**src/rtl/serial_tx_sched_if.sv**
```systemverilog
// Handshake and shifter-facing bundle for serial_tx_sched. The master modport is the scheduler.
// Build with PARITY_EN defined to add the parity output and widen bit_idx.
interface serial_tx_sched_if #(
    parameter int WIDTH = 16
);
`ifdef PARITY_EN
    localparam int IDXW = $clog2(WIDTH + 1);
`else
    localparam int IDXW = $clog2(WIDTH);
`endif

    logic             req_a;
    logic [WIDTH-1:0] din_a;
    logic             ack_a;
    logic             req_b;
    logic [WIDTH-1:0] din_b;
    logic             ack_b;
    logic             start;
    logic [WIDTH-1:0] dout;
    logic             frame;
    logic [IDXW-1:0]  bit_idx;
    logic             owner;
    logic             done;
    logic             busy;
`ifdef PARITY_EN
    logic             parity;

    modport master (
        input  req_a, din_a, req_b, din_b,
        output ack_a, ack_b, start, dout, frame, bit_idx, owner, done, busy, parity
    );
    modport slave (
        output req_a, din_a, req_b, din_b,
        input  ack_a, ack_b, start, dout, frame, bit_idx, owner, done, busy, parity
    );
`else
    modport master (
        input  req_a, din_a, req_b, din_b,
        output ack_a, ack_b, start, dout, frame, bit_idx, owner, done, busy
    );
    modport slave (
        output req_a, din_a, req_b, din_b,
        input  ack_a, ack_b, start, dout, frame, bit_idx, owner, done, busy
    );
`endif
endinterface

```
**src/rtl/serial_tx_sched.sv**
```systemverilog
// Round-robin scheduler sharing one serial shifter between requesters A and B (optional PARITY_EN adds a parity bit period).
// Latency: ack/start one cycle after the grant edge, first serial bit two cycles after it; all outputs registered.
// Backpressure: req is a held level, ignored outside IDLE; a word is only taken when the block is idle.
module serial_tx_sched #(
    parameter int WIDTH      = 16,
    parameter int GAP_CYCLES = 2
) (
    input  logic                clk,
    input  logic                rst,
    serial_tx_sched_if.master   bus
);
`ifdef PARITY_EN
    localparam int IDXW = $clog2(WIDTH + 1);
`else
    localparam int IDXW = $clog2(WIDTH);
`endif
    localparam int GAPW = $clog2(GAP_CYCLES + 2);
    localparam logic [IDXW-1:0] IDX_LAST = IDXW'(WIDTH - 1);
    localparam logic [GAPW-1:0] GAP_LAST = GAPW'((GAP_CYCLES > 0) ? GAP_CYCLES - 1 : 0);

`ifdef PARITY_EN
    typedef enum logic [2:0] {IDLE, LOAD, SHIFT, GAP, PAR} state_t;
`else
    typedef enum logic [1:0] {IDLE, LOAD, SHIFT, GAP} state_t;
`endif

    state_t            state, state_nxt;
    logic [GAPW-1:0]   gap_cnt, gap_nxt;
    logic [IDXW-1:0]   bit_idx_q, idx_nxt;
    logic [WIDTH-1:0]  dout_q, dout_nxt;
    logic              owner_q, owner_nxt;
    logic              ack_a_q, ack_a_nxt;
    logic              ack_b_q, ack_b_nxt;
    logic              start_q, start_nxt;
    logic              frame_q, frame_nxt;
    logic              done_q, done_nxt;
    logic              busy_q, busy_nxt;
    logic              grant_b;
`ifdef PARITY_EN
    logic              parity_q, parity_nxt;
`endif

    always_ff @(posedge clk or posedge rst) begin
        if (rst) begin
            state     <= IDLE;
            gap_cnt   <= '0;
            bit_idx_q <= '0;
            dout_q    <= '0;
            owner_q   <= 1'b1;
            ack_a_q   <= 1'b0;
            ack_b_q   <= 1'b0;
            start_q   <= 1'b0;
            frame_q   <= 1'b0;
            done_q    <= 1'b0;
            busy_q    <= 1'b0;
`ifdef PARITY_EN
            parity_q  <= 1'b0;
`endif
        end else begin
            state     <= state_nxt;
            gap_cnt   <= gap_nxt;
            bit_idx_q <= idx_nxt;
            dout_q    <= dout_nxt;
            owner_q   <= owner_nxt;
            ack_a_q   <= ack_a_nxt;
            ack_b_q   <= ack_b_nxt;
            start_q   <= start_nxt;
            frame_q   <= frame_nxt;
            done_q    <= done_nxt;
            busy_q    <= busy_nxt;
`ifdef PARITY_EN
            parity_q  <= parity_nxt;
`endif
        end
    end

    always_comb begin
        state_nxt  = state;
        gap_nxt    = gap_cnt;
        idx_nxt    = '0;
        dout_nxt   = dout_q;
        owner_nxt  = owner_q;
        ack_a_nxt  = 1'b0;
        ack_b_nxt  = 1'b0;
        grant_b    = 1'b0;
`ifdef PARITY_EN
        parity_nxt = parity_q;
`endif
        case (state)
            IDLE: begin
                if (bus.req_a || bus.req_b) begin
                    // On contention the requester that did not own the last word wins.
                    grant_b   = (bus.req_a && bus.req_b) ? ~owner_q : bus.req_b;
                    state_nxt = LOAD;
                    owner_nxt = grant_b;
                    dout_nxt  = grant_b ? bus.din_b : bus.din_a;
                    ack_a_nxt = ~grant_b;
                    ack_b_nxt = grant_b;
`ifdef PARITY_EN
                    parity_nxt = grant_b ? ^bus.din_b : ^bus.din_a;
`endif
                end
            end
            LOAD: begin
                state_nxt = SHIFT;
            end
            SHIFT: begin
                if (bit_idx_q == IDX_LAST) begin
`ifdef PARITY_EN
                    state_nxt = PAR;
                    idx_nxt   = IDXW'(WIDTH);
`else
                    state_nxt = (GAP_CYCLES > 0) ? GAP : IDLE;
                    gap_nxt   = '0;
`endif
                end else begin
                    idx_nxt = bit_idx_q + 1'b1;
                end
            end
`ifdef PARITY_EN
            PAR: begin
                state_nxt = (GAP_CYCLES > 0) ? GAP : IDLE;
                gap_nxt   = '0;
            end
`endif
            GAP: begin
                if (gap_cnt == GAP_LAST) begin
                    state_nxt = IDLE;
                end else begin
                    gap_nxt = gap_cnt + 1'b1;
                end
            end
            default: state_nxt = IDLE;
        endcase

        // Strobes are decoded from the next state so they line up with it once registered.
        start_nxt = (state_nxt == LOAD);
        busy_nxt  = (state_nxt != IDLE);
`ifdef PARITY_EN
        frame_nxt = (state_nxt == SHIFT) || (state_nxt == PAR);
        done_nxt  = (state_nxt == PAR);
`else
        frame_nxt = (state_nxt == SHIFT);
        done_nxt  = (state_nxt == SHIFT) && (idx_nxt == IDX_LAST);
`endif
    end

    assign bus.ack_a   = ack_a_q;
    assign bus.ack_b   = ack_b_q;
    assign bus.start   = start_q;
    assign bus.dout    = dout_q;
    assign bus.frame   = frame_q;
    assign bus.bit_idx = bit_idx_q;
    assign bus.owner   = owner_q;
    assign bus.done    = done_q;
    assign bus.busy    = busy_q;
`ifdef PARITY_EN
    assign bus.parity  = parity_q;
`endif

endmodule

```
**src/flat_wrapper.sv**
```systemverilog
// flat-port wrapper written by rule: the top's interface ports become plain ports
module serial_tx_sched_flat 
#(
    parameter int WIDTH      = 16,
    parameter int GAP_CYCLES = 2
)
  (clk, rst, bus_req_a, bus_din_a, bus_req_b, bus_din_b, bus_ack_a, bus_ack_b, bus_start, bus_dout, bus_frame, bus_bit_idx, bus_owner, bus_done, bus_busy);
  serial_tx_sched_if #(.WIDTH(WIDTH)) bus_i ();
  input  logic clk;
  input  logic rst;
  input wire logic [$bits(bus_i.req_a)-1:0] bus_req_a;
  input wire logic [$bits(bus_i.din_a)-1:0] bus_din_a;
  input wire logic [$bits(bus_i.req_b)-1:0] bus_req_b;
  input wire logic [$bits(bus_i.din_b)-1:0] bus_din_b;
  output wire logic [$bits(bus_i.ack_a)-1:0] bus_ack_a;
  output wire logic [$bits(bus_i.ack_b)-1:0] bus_ack_b;
  output wire logic [$bits(bus_i.start)-1:0] bus_start;
  output wire logic [$bits(bus_i.dout)-1:0] bus_dout;
  output wire logic [$bits(bus_i.frame)-1:0] bus_frame;
  output wire logic [$bits(bus_i.bit_idx)-1:0] bus_bit_idx;
  output wire logic [$bits(bus_i.owner)-1:0] bus_owner;
  output wire logic [$bits(bus_i.done)-1:0] bus_done;
  output wire logic [$bits(bus_i.busy)-1:0] bus_busy;
  assign bus_i.req_a = bus_req_a;
  assign bus_i.din_a = bus_din_a;
  assign bus_i.req_b = bus_req_b;
  assign bus_i.din_b = bus_din_b;
  assign bus_ack_a = bus_i.ack_a;
  assign bus_ack_b = bus_i.ack_b;
  assign bus_start = bus_i.start;
  assign bus_dout = bus_i.dout;
  assign bus_frame = bus_i.frame;
  assign bus_bit_idx = bus_i.bit_idx;
  assign bus_owner = bus_i.owner;
  assign bus_done = bus_i.done;
  assign bus_busy = bus_i.busy;
  serial_tx_sched #(.WIDTH(WIDTH), .GAP_CYCLES(GAP_CYCLES)) u_core (.clk(clk), .rst(rst), .bus(bus_i));
endmodule
```
**config.mk**
```make
export PLATFORM = sky130hd
export DESIGN_NAME = serial_tx_sched_flat
export DESIGN_NICKNAME = d
export VERILOG_FILES = /design/src/rtl/serial_tx_sched_if.sv /design/src/rtl/serial_tx_sched.sv /design/src/flat_wrapper.sv
export SDC_FILE = /design/constraint.sdc
export NUM_CORES = 1
export LEC_CHECK = 0
export BUFFER_PORTS_ARGS = -buffer_cell sky130_fd_sc_hd__buf_2
export CAP_MARGIN = 10
export CORE_MARGIN = 4
export CORE_UTILIZATION = 38
export DETAILED_ROUTE_END_ITERATION = 8
export PLACE_DENSITY = 0.74
export SLEW_MARGIN = 20
export SYNTH_ARGS = -nofsm -noshare
export SYNTH_HDL_FRONTEND = slang
export SYNTH_SLANG_ARGS = --single-unit
```
**constraint.sdc**
```tcl
create_clock -name clk -period 1.74 [get_ports clk]
set_input_delay 0.348 -clock clk [delete_from_list [all_inputs] [get_ports clk]]
set_output_delay 0.348 -clock clk [all_outputs]
set_load 0.005 [all_outputs]
```
==> results.py <==
metrics = {
    "run_status": {
        "status": "finished clean",
    },
    "global_routing": {
        "grtUsageTotal_pct": 14.49,
        "antenna_found_initial": 0,
        "first_global_vias": 1081,
        "grt_first_pass_wirelength_um": 4871,
        "grt_max_degree": 32,
        "grt_remaining_overflow": 0,
    },
    "place": {
        "io_buffers": 62,
        "place_area_sq_um": 1715,
        "place_congestion": 0.7698,
        "place_ws_ns": 0.1419,
        "hpwlAfterDp_um": 2393,
        "place_inst": 231,
    },
    "timing": {
        "finalSetupTns_ns": 0,
        "worstMarginPinSlew_ns": 0.5373,
        "hold_viol": 0,
        "finalMaxSlewViolations": 0,
        "rsz0062_at_grt": "false",
        "slew_headroom_pct": 64.11,
        "post-route-min-period_ns": 1.608,
        "fin_crit_sh_pct": 92.44,
        "max_freq_mhz": 621.7,
        "fin_ws_ns": 0.1315,
        "clock-skew-final_ns": 0.01180,
        "setup_viol": 0,
    },
    "setup_path": {
        "cp-end-kind": "flip-flop",
        "crit_fanout": 12,
        "startpoint_type": "flip-flop",
        "path_cells": "nor2_2, nand2_2, a221o_1",
        "worstPathArrival_ns": 1.84,
        "crit_family": "simple AND/OR/NAND/NOR gates",
        "critPathBufInv": 0,
        "reg2reg_slack_ns": 0.13,
        "crit-reg2reg-launch": "u_core.state[1]",
        "critPathRequiredTime_ns": 1.97,
        "cpPeakStageDelay_ns": 0.46,
        "path_class": "reg -> reg",
        "worstSetupStartpoint": "u_core.state[1]",
        "cp_slowest_cell": "dfrtp_1",
    },
    "logic_synthesis": {
        "muxShareOfSynthArea_pct": 0,
        "synth_compound_area_share_pct": 19.78,
        "ys_ff_latch": 31,
        "yosysSeqAreaShare_pct": 57.13,
        "ys_warn_count": 0,
        "syn_avg_cell_area_sq_um": 10.88,
        "synth_cell_types": 31,
        "syn-num-nets": 163,
        "syn_inst": 125,
        "synth_area_sq_um": 1360,
        "synth_top_family_by_area": "compound AO/OA/AOI/OAI gates",
        "synth_xor_area_share_pct": 0.6440,
        "synthAdderAreaFrac_pct": 1.840,
        "synthSimpleGateAreaFrac_pct": 15.82,
    },
    "cts": {
        "path_clk_slew_ns": 0.10,
        "postCtsSetupRepairBufs": 0,
        "clock_latency_ns": 0.34,
        "cts_resized": 0,
        "cts_root_buf": "clkbuf_4",
        "cts_hold_buf": 0,
        "cts.sinks": 31,
        "htreeDepth": 2,
        "cts_made_buffers": 5,
        "cts_buffer_depth": 2,
        "cts_tree": "built",
    },
    "routing": {
        "final_antenna_net_count": 0,
        "top_layer_used": "met4",
        "wire_per_inst_um": 13.26,
        "drtIter0Drc": 38,
        "route.vias.total": 1196,
        "drcViolationCount": 0,
        "vias_per_cell": 5.004,
        "dr.pass1.iters": 4,
        "wl_met2_um": 1586,
        "wl_met3_um": 172,
        "wl_met1_um": 1374,
        "routed_wl_um": 3169,
    },
    "power_and_ir_drop": {
        "p_sw_share_pct": 35.35,
        "internal-power_w": 0.001857,
        "seqPwrFrac_pct": 44.1,
        "cellLeakagePower_nw": 0.9500,
        "ir_drop_uv": 633.0,
        "clkPwrFrac_pct": 16.9,
        "power_density_nw_per_um2": 1607,
        "combPwrFrac_pct": 39.0,
        "p_sw_w": 0.001016,
    },
    "floorplan": {
        "io_pins": 63,
        "dieWidth_um": 67.83,
        "die_area_sq_um": 4600,
        "die_y_um": 67.83,
        "core_area_sq_um": 3390,
        "start_util_pct": 40.13,
        "num_rows": 21,
    },
    "finish": {
        "final_cells": 239,
        "final_cell_mix": "buf_2 (62), dfrtp_1 (30), nand2_1 (19)",
        "fin_area_sq_um": 1788,
        "final_util_pct": 52.75,
        "final_common_cell": "buf_2",
        "syn_to_final_growth_pct": 31.46,
        "drive_above_1_share_pct": 41.45,
        "n_antenna_cell": 0,
        "final_nets": 230,
    },
    "min_path": {
        "hold_path_class": "in -> async",
    },
    "run": {
        "cap_violations": 0,
    },
}
[tightest hold or removal path: stages]
cell and delay (ns):
buf_2 0.09, inv_1 0.04, buf_4 0.34
[metal layers]
metal / GRT usage, % / up-vias
li1: - / 593
met1: 17.91 / 565
met2: 22.72 / 35
met3: 4.926 / 3
met4: 6.948 / 0
met5: 0 / -
[final cells by class]
type / count / area, sq um
sequential: 31 / 777.0
inverter: 4 / 15.01
clock buffer: 7 / 65.06
clock inverter: 1 / 7.507
multi-input combinational: 83 / 518.0
timing repair buffer: 67 / 347.8
fill: 316 / 1602
tap: 46 / 57.56
[cells in the mapped netlist (all sizes together)]
library cell / count / area (sq um)
a311oi: 1 / 8.760
o21ai: 5 / 25.02
clkbuf: 1 / 7.510
nor4bb: 1 / 10.01
nand3: 1 / 5.000
dfrtp: 30 / 750.7
a21bo: 1 / 10.01
a31oi: 9 / 56.30
and3: 12 / 80.08
a221o: 8 / 80.08
dfstp: 1 / 26.28
a22o: 2 / 17.52
a21o: 2 / 15.01
nor3: 2 / 10.01
xnor2: 1 / 8.760
nor2: 3 / 13.77
a21boi: 1 / 7.510
buf: 6 / 42.54
ha: 2 / 25.02
nand2: 20 / 77.58
nand2b: 2 / 12.51
inv: 4 / 15.01
or2: 1 / 6.260
a21oi: 8 / 40.04
o221ai: 1 / 8.760
[metrics by stage]
step	power, W	hold slack [ns]
2_1_floorplan	0.001948	0.4508
3_3_place_gp	0.002398	0.4371
3_5_place_dp	0.002418	0.4412
4_1_cts	0.002903	0.07180
5_1_grt	0.003117	0.09404
6_report	0.002873	0.05934
[power groups by stage]
stage	Combinational (W)	Sequential, W	Clock, W
after floorplan	0.000673	0.00128	0
after global placement	0.00112	0.00128	0
after detailed placement	0.00114	0.00128	0
after CTS	0.00114	0.00127	0.000498
after global routing	0.00127	0.00131	0.000535
final	0.00112	0.00127	0.000486
[cells by family (layout without fill, tap and decap cells)]
kind of cell,after synthesis,in the layout
compound gates,38,38
buf+inv,11,79
simple gates,42,42
fa+ha+maj,2,2
flops,31,31
xor+xnor,1,1
[final timing paths]
check | to | cells after the start
max | u_core.bus.dout[13] | 3
min | u_core.bus.done | 3
max reg2reg | u_core.bus.dout[13] | 3
min reg2reg | u_core.bus.dout[11] | 1
max in group asynchronous | u_core.bus.owner | 3
min in group clk | u_core.bus.dout[11] | 2
[flip-flops by register name (all words and copies together), names as in the netlist]
name / flops
u_core.bus.ack_a: 1
u_core.bus.done: 1
u_core.state: 2
u_core.bus.bit_idx: 4
u_core.bus.frame: 1
u_core.gap_cnt: 2
u_core.bus.dout: 16
u_core.bus.owner: 1
u_core.bus.start: 1
u_core.bus.busy: 1
u_core.bus.ack_b: 1
Power figures use the tool's default switching activity.
